File: config.mk
export PLATFORM = sky130hd
export DESIGN_NAME = iir_shift_filter
export DESIGN_NICKNAME = d
export VERILOG_FILES = /design/src/rtl/iir_shift_filter.sv
export SDC_FILE = /design/constraint.sdc
export NUM_CORES = 1
export LEC_CHECK = 0
export CORE_MARGIN = 2
export CORE_UTILIZATION = 60
export CTS_BUF_LIST = sky130_fd_sc_hd__clkbuf_4 sky130_fd_sc_hd__clkbuf_8
export CTS_CLUSTER_DIAMETER = 60
export DETAILED_ROUTE_END_ITERATION = 12
export GPL_ROUTABILITY_DRIVEN = 0
export GPL_TIMING_DRIVEN = 0
export PLACE_DENSITY = 0.9
export REMOVE_ABC_BUFFERS = 1
export SLEW_MARGIN = 0
export SYNTH_ARGS = -nofsm -noshare
export SYNTH_HDL_FRONTEND = slang
export SYNTH_SLANG_ARGS = --single-unit
File: constraint.sdc
create_clock -name clk -period 4.7 [get_ports clk]
set_clock_uncertainty 0.1 [all_clocks]
set_input_delay 0.47 -clock clk [delete_from_list [all_inputs] [get_ports clk]]
set_output_delay 0.47 -clock clk [all_outputs]
set_load 0.02 [all_outputs]
File: src/rtl/iir_shift_filter.sv
// Second-order IIR with shift-only feedback gains and a saturating output.
// y[n] = x[n] - x[n-1] + x[n-2] + x[n-3] + (y[n-1] >>> S1) + (y[n-2] >>> S2)
module iir_shift_filter #(
  parameter int W  = 8,
  parameter int S1 = 1,
  parameter int S2 = 2
) (
  input  logic                clk,
  input  logic                reset,
  input  logic                clr,
  input  logic                in_valid,
  input  logic signed [W-1:0] x,
  output logic                out_valid,
  output logic signed [W-1:0] y,
  output logic                sat,
  output logic                ovf_sticky
);

  localparam int AW = W + 3;

  logic signed [W-1:0]  x1_q, x2_q, x3_q, y1_q, y2_q, y_q;
  logic signed [W-1:0]  x1_d, x2_d, x3_d, y1_d, y2_d, y_d;
  logic                 sat_q, sat_d, ovf_q, ovf_d, vld_q, vld_d;

  logic signed [W-1:0]  ys1, ys2, ysat;
  logic signed [AW-1:0] acc;
  logic [3:0]           acc_hi;
  logic                 clamp;

  always_comb begin
    ys1 = y1_q >>> S1;
    ys2 = y2_q >>> S2;
    acc = {{3{x[W-1]}},    x}
        - {{3{x1_q[W-1]}}, x1_q}
        + {{3{x2_q[W-1]}}, x2_q}
        + {{3{x3_q[W-1]}}, x3_q}
        + {{3{ys1[W-1]}},  ys1}
        + {{3{ys2[W-1]}},  ys2};
    // The sum fits W bits only when the top four bits are all equal.
    acc_hi = acc[AW-1:W-1];
    clamp  = (acc_hi != 4'b0000) && (acc_hi != 4'b1111);
    if (!clamp)
      ysat = acc[W-1:0];
    else if (acc[AW-1])
      ysat = {1'b1, {(W-1){1'b0}}};
    else
      ysat = {1'b0, {(W-1){1'b1}}};
  end

  always_comb begin
    x1_d  = x1_q;
    x2_d  = x2_q;
    x3_d  = x3_q;
    y1_d  = y1_q;
    y2_d  = y2_q;
    y_d   = y_q;
    sat_d = sat_q;
    ovf_d = ovf_q;
    vld_d = 1'b0;
    if (clr) begin
      x1_d  = '0;
      x2_d  = '0;
      x3_d  = '0;
      y1_d  = '0;
      y2_d  = '0;
      y_d   = '0;
      sat_d = 1'b0;
      ovf_d = 1'b0;
    end else if (in_valid) begin
      x1_d  = x;
      x2_d  = x1_q;
      x3_d  = x2_q;
      y1_d  = ysat;
      y2_d  = y1_q;
      y_d   = ysat;
      sat_d = clamp;
      ovf_d = ovf_q | clamp;
      vld_d = 1'b1;
    end
  end

  always_ff @(posedge clk or negedge reset) begin
    if (!reset) begin
      x1_q  <= '0;
      x2_q  <= '0;
      x3_q  <= '0;
      y1_q  <= '0;
      y2_q  <= '0;
      y_q   <= '0;
      sat_q <= 1'b0;
      ovf_q <= 1'b0;
      vld_q <= 1'b0;
    end else begin
      x1_q  <= x1_d;
      x2_q  <= x2_d;
      x3_q  <= x3_d;
      y1_q  <= y1_d;
      y2_q  <= y2_d;
      y_q   <= y_d;
      sat_q <= sat_d;
      ovf_q <= ovf_d;
      vld_q <= vld_d;
    end
  end

  assign y          = y_q;
  assign sat        = sat_q;
  assign ovf_sticky = ovf_q;
  assign out_valid  = vld_q;

endmodule

* After elaboration in Yosys (flattened, before gate mapping)
Cells that the tools add are included.
Operators by class: equality and inequality tests 1, muxes and demuxes 18, add/sub/neg operators 5, reduce and logical (&&, ||, !) cells 3, bitwise gates (word level) 1
Operators with widths (number):
- 8-bit two-way mux | 12
- 11-bit adder | 2
- 10-bit by 8-bit adder with 11-bit output | 1
- 9-bit by 8-bit adder with 10-bit output | 1
- 8-bit by 8-bit subtractor with 9-bit output | 1
- 1-bit two-way mux | 6
- 4-bit != test, second input constant | 1
- 4-bit nonzero test | 1
- 2-bit nonzero test | 1
- 1-bit logical AND | 1
- 1-bit bitwise OR | 1
Word-level totals: bits in registers 43, word-level logic and storage cells 36

* Longest topological paths before layout
depth after elaboration 10, gate-level depth with buffers 16, mapped depth without buffers 16

* Least setup slack after synthesis
OpenSTA, ideal clock, no wires.
path kind reg2reg, start point register, netlist name y[3], end point register sat_q (netlist: sat), arrival time 3896 ps, clock period less this slack 4118 ps, setup time 122 ps, cell stages (with the launch flop) 13, setup slack 582 ps, cell sequence dfrtp_1 fa_1 fa_1 fa_1 ha_1 inv_1 fa_1 nand2b_1 a21o_1 a2111oi_0 o21ai_1 nand2b_1 a32o_1
RTL lines:
- end signal, assigned | RTL line 100 | sat_q <= sat_d;
- end, declared | RTL line 23 | logic sat_q, sat_d, ovf_q, ovf_d, vld_q, vld_d;

* Final worst setup path
start point input port x[1], end point register y_q[2] (netlist: y[2])
On the way: cells in the longest elaborated chain, start to end 10
RTL lines:
- start, declared | RTL line 12 | input logic signed [W-1:0] x,
- 8-bit by 8-bit subtractor with 9-bit output * | RTL line 34 | - {{3{x1_q[W-1]}}, x1_q}
- 9-bit by 8-bit adder with 10-bit output * | RTL line 35 | + {{3{x2_q[W-1]}}, x2_q}
- 10-bit by 8-bit adder with 11-bit output * | RTL line 36 | + {{3{x3_q[W-1]}}, x3_q}
- 11-bit adder * | RTL line 37 | + {{3{ys1[W-1]}}, ys1}
- 11-bit adder * | RTL line 38 | + {{3{ys2[W-1]}}, ys2};
- 4-bit != test / 4-bit nonzero test (equally long branches) | RTL line 41 | clamp = (acc_hi != 4'b0000) && (acc_hi != 4'b1111);
- 1-bit logical AND | RTL line 41
- 8-bit two-way mux * | RTL line 42 | if (!clamp)
- 8-bit two-way mux * | RTL line 69 | end else if (in_valid) begin
- 8-bit two-way mux * | RTL line 60 | if (clr) begin
- end signal, assigned | RTL line 99 | y_q <= y_d;
- end, declared | RTL line 21 | logic signed [W-1:0] x1_q, x2_q, x3_q, y1_q, y2_q, y_q;
Every way passes the cells marked *; elsewhere a longest branch is shown, timed or not. The select of a mux whose other input is x is not followed. A chain may end at the register's enable or synchronous reset.

==> key figures <==
Outcome
  – Status: finished clean

Clock tree
  – TritonCTS buffer count: 5
  – Post-CTS Setup Inserts: 0
  – Post-cts resize count: 0
  – CTS tree: built
  – H-Tree Depth: 2
  – Clock latency at the later pin of the worst-skew pair: 0.30 ns
  – Clock tree sinks: 41
  – Clk buf depth: 2
  – Clk Tree Root Cell: clkbuf_8
  – Cts hold-fix bufs: 0
  – Clock slew at reported path FFs: 0.08 ns

Floorplanning
  – Area of the die: 5500 µm²
  – Core footprint: 4720 µm²
  – Die Ht: 74.1 µm
  – Row count: 25
  – Initial core utilization: 0.625
  – Die W: 74.1 µm
  – I/O pin count: 23

Synth
  – Top-area cell type share of the netlist area: 0.348
  – Synthesized flop and latch total: 41
  – Mean Syn Cell Area: 10.9 µm²
  – Synth unique cells: 40
  – Async SR Flop Fraction: 1.00
  – Area leader, netlist: dfrtp_1
  – Ys Warns: 0
  – Main synth FF type: dfrtp_1
  – Register area share after synthesis: 0.348
  – Synth Cell Area: 2950 µm²
  – Mapped Cells: 272
  – Synth top area cells: dfrtp_1, fa_1, mux2i_1
  – Post-synth EDFFs: 0

Global routing
  – Vias in the first global route: 2007
  – Initial antenna violation count: 0
  – Tot GR Track Use: 0.213
  – Remaining Overflow, GRT: 0
  – Largest net degree at the start of global routing: 42
  – First-pass GRT wire length: 8750 µm

Critical path
  – Crit end category: flip-flop
  – CP required: 4.79 ns
  – Worst r2r src: x2_q[2]
  – Worst Path Arrival: 4.64 ns
  – Worst setup path startpoint: x[1]
  – Critical path type: input pin to flip-flop
  – R2R Path End: y[2]
  – Critical Path Start Type: input pin
  – Crit Path Max Fanout: 7
  – Worst reg2reg setup slack: 0.31 ns
  – Register-to-Register Path Depth: 12

Route
  – DRT Pass-1 Iters: 4
  – Initial DRC count: 65
  – Detailed Route WL: 5090 µm
  – Antenna viol nets, final: 0
  – Post-route DRC violation count: 0
  – Routed len/inst: 14.2 µm
  – Via count: 1959
  – Drt via density: 5.46

Finish
  – Share of layout cells above drive strength 1: 0.0685
  – N_diodes: 0
  – Area Overhead vs Synth: 13.2%
  – Most frequent cells in the layout: inv_1, dfrtp_1, nor2_1
  – Number of fill cells: 343
  – Post-route cell area: 3340 µm²
  – Layout Nets: 347
  – Commonest non-fill, non-tap cell in the layout: inv_1

Timing
  – Relative slew slack: 0.191
  – Max Slew Vio Count: 0
  – Setup violations, final: 0
  – Period minus WS final: 4.55 ns
  – Fin crit share: 0.969
  – Worst slew pin tran: 1.21 ns
  – Max Fclk: 220 MHz
  – Final hold vios: 0
  – Final worst slack: 0.146 ns
  – Hold slack final: 0.192 ns

Place
  – Pre-CTS setup slack: -0.243 ns
  – Post-Place Cell Area: 3210 µm²
  – Port bufs: 22
  – Dpl hpwl: 3680 µm

Power and ir drop
  – P_leak: 1.64 nW
  – PwrDens: 779 nW/µm²
  – Peak VDD IR: 0.434 mV

Worst hold path
  – Hold Path Class: input pin to async pin

Job
  – Max cap viols: 0
## metrics by stage
| step | setup TNS [ns] | std cells | util | power [mW] |
|---|---|---|---|---|
| finish | 0 | 359 | 0.707 | 2.60 |
| global route | -0.00213 | 359 | 0.707 | 2.85 |
| CTS | 0 | 359 | 0.699 | 2.49 |
| detailed placement | -1.77 | 352 | 0.680 | 2.24 |
| global placement | -1.07 | 352 | 0.682 | 2.17 |
| floorplan | 0 | 263 | - | 1.88 |
## synthesized netlist by cell type (2+ instances only)
cell type,n
dfrtp_1,41
a32o_1,2
clkbuf_1,8
a211oi_1,2
ha_1,9
a2111oi_0,2
nand2b_1,3
nor2b_1,2
a21o_1,4
a221o_1,7
mux2i_1,30
nor2_1,38
nand2_1,4
inv_1,55
o211ai_1,2
fa_1,34
xnor2_1,3
a21oi_1,4
## worst max-delay path, stage by stage
cell and delay (ns):
clkdlybuf4s50_1 0.50, fa_1 0.46, fa_1 0.56, inv_1 0.06, fa_1 0.41, inv_1 0.07, ha_2 0.18, inv_1 0.05
fa_1 0.39, nand2b_1 0.20, a21o_4 0.24, a311oi_2 0.31, a31o_2 0.24, a21oi_4 0.12, a221o_1 0.36
## flip-flops by register name, indices dropped and copies added (netlist names)
| name | flops |
|---|---|
| out_valid | 1 |
| ovf_sticky | 1 |
| sat | 1 |
| x1_q | 8 |
| x2_q | 8 |
| x3_q | 8 |
| y | 8 |
| y2_q | 6 |
## where the power goes
part | leakage, nW | switching (mW) | internal [mW] | total, mW
Combinational | 1.04 | 1.07 | 0.832 | 1.90
Clock | 0.0477 | 0.118 | 0.122 | 0.240
Sequential | 0.551 | 0.0485 | 0.409 | 0.458
## metal layers
| metal | global-route usage | part of all wire |
|---|---|---|
| met2 | 0.351 | 0.52 |
| met5 | 0 | 0 |
| met1 | 0.279 | 0.44 |
| met3 | 0.0461 | 0.028 |
| met4 | 0.0788 | 0.011 |
## worst max-delay path by stage
stage / end / cells after the start
after floorplan: sat / 12
after global placement: y[6] / 13
after detailed placement: y[6] / 15
after CTS: y[6] / 13
after global routing: y[2] / 15
final: y[2] / 15
## cells by family after synthesis
family,synth area share
xor gates and xnor gates,0.0119
AOI/OAI and AO/OA,0.109
adders and majority gates,0.269
muxes,0.102
and+or+nand+nor,0.0788
DFF,0.348
buffers and inverters,0.0818
## cell type report
type	instances	area [µm²]	area share
Clock buffer	7	90.1	0.0270
Inverter	55	206	0.0618
Multi-Input combinational cell	167	1720	0.516
Sequential cell	41	1030	0.307
Tap cell	67	83.8	0.0251
Timing Repair Buffer	22	210	0.0629
Note: power is estimated with default switching activity, not from simulation.
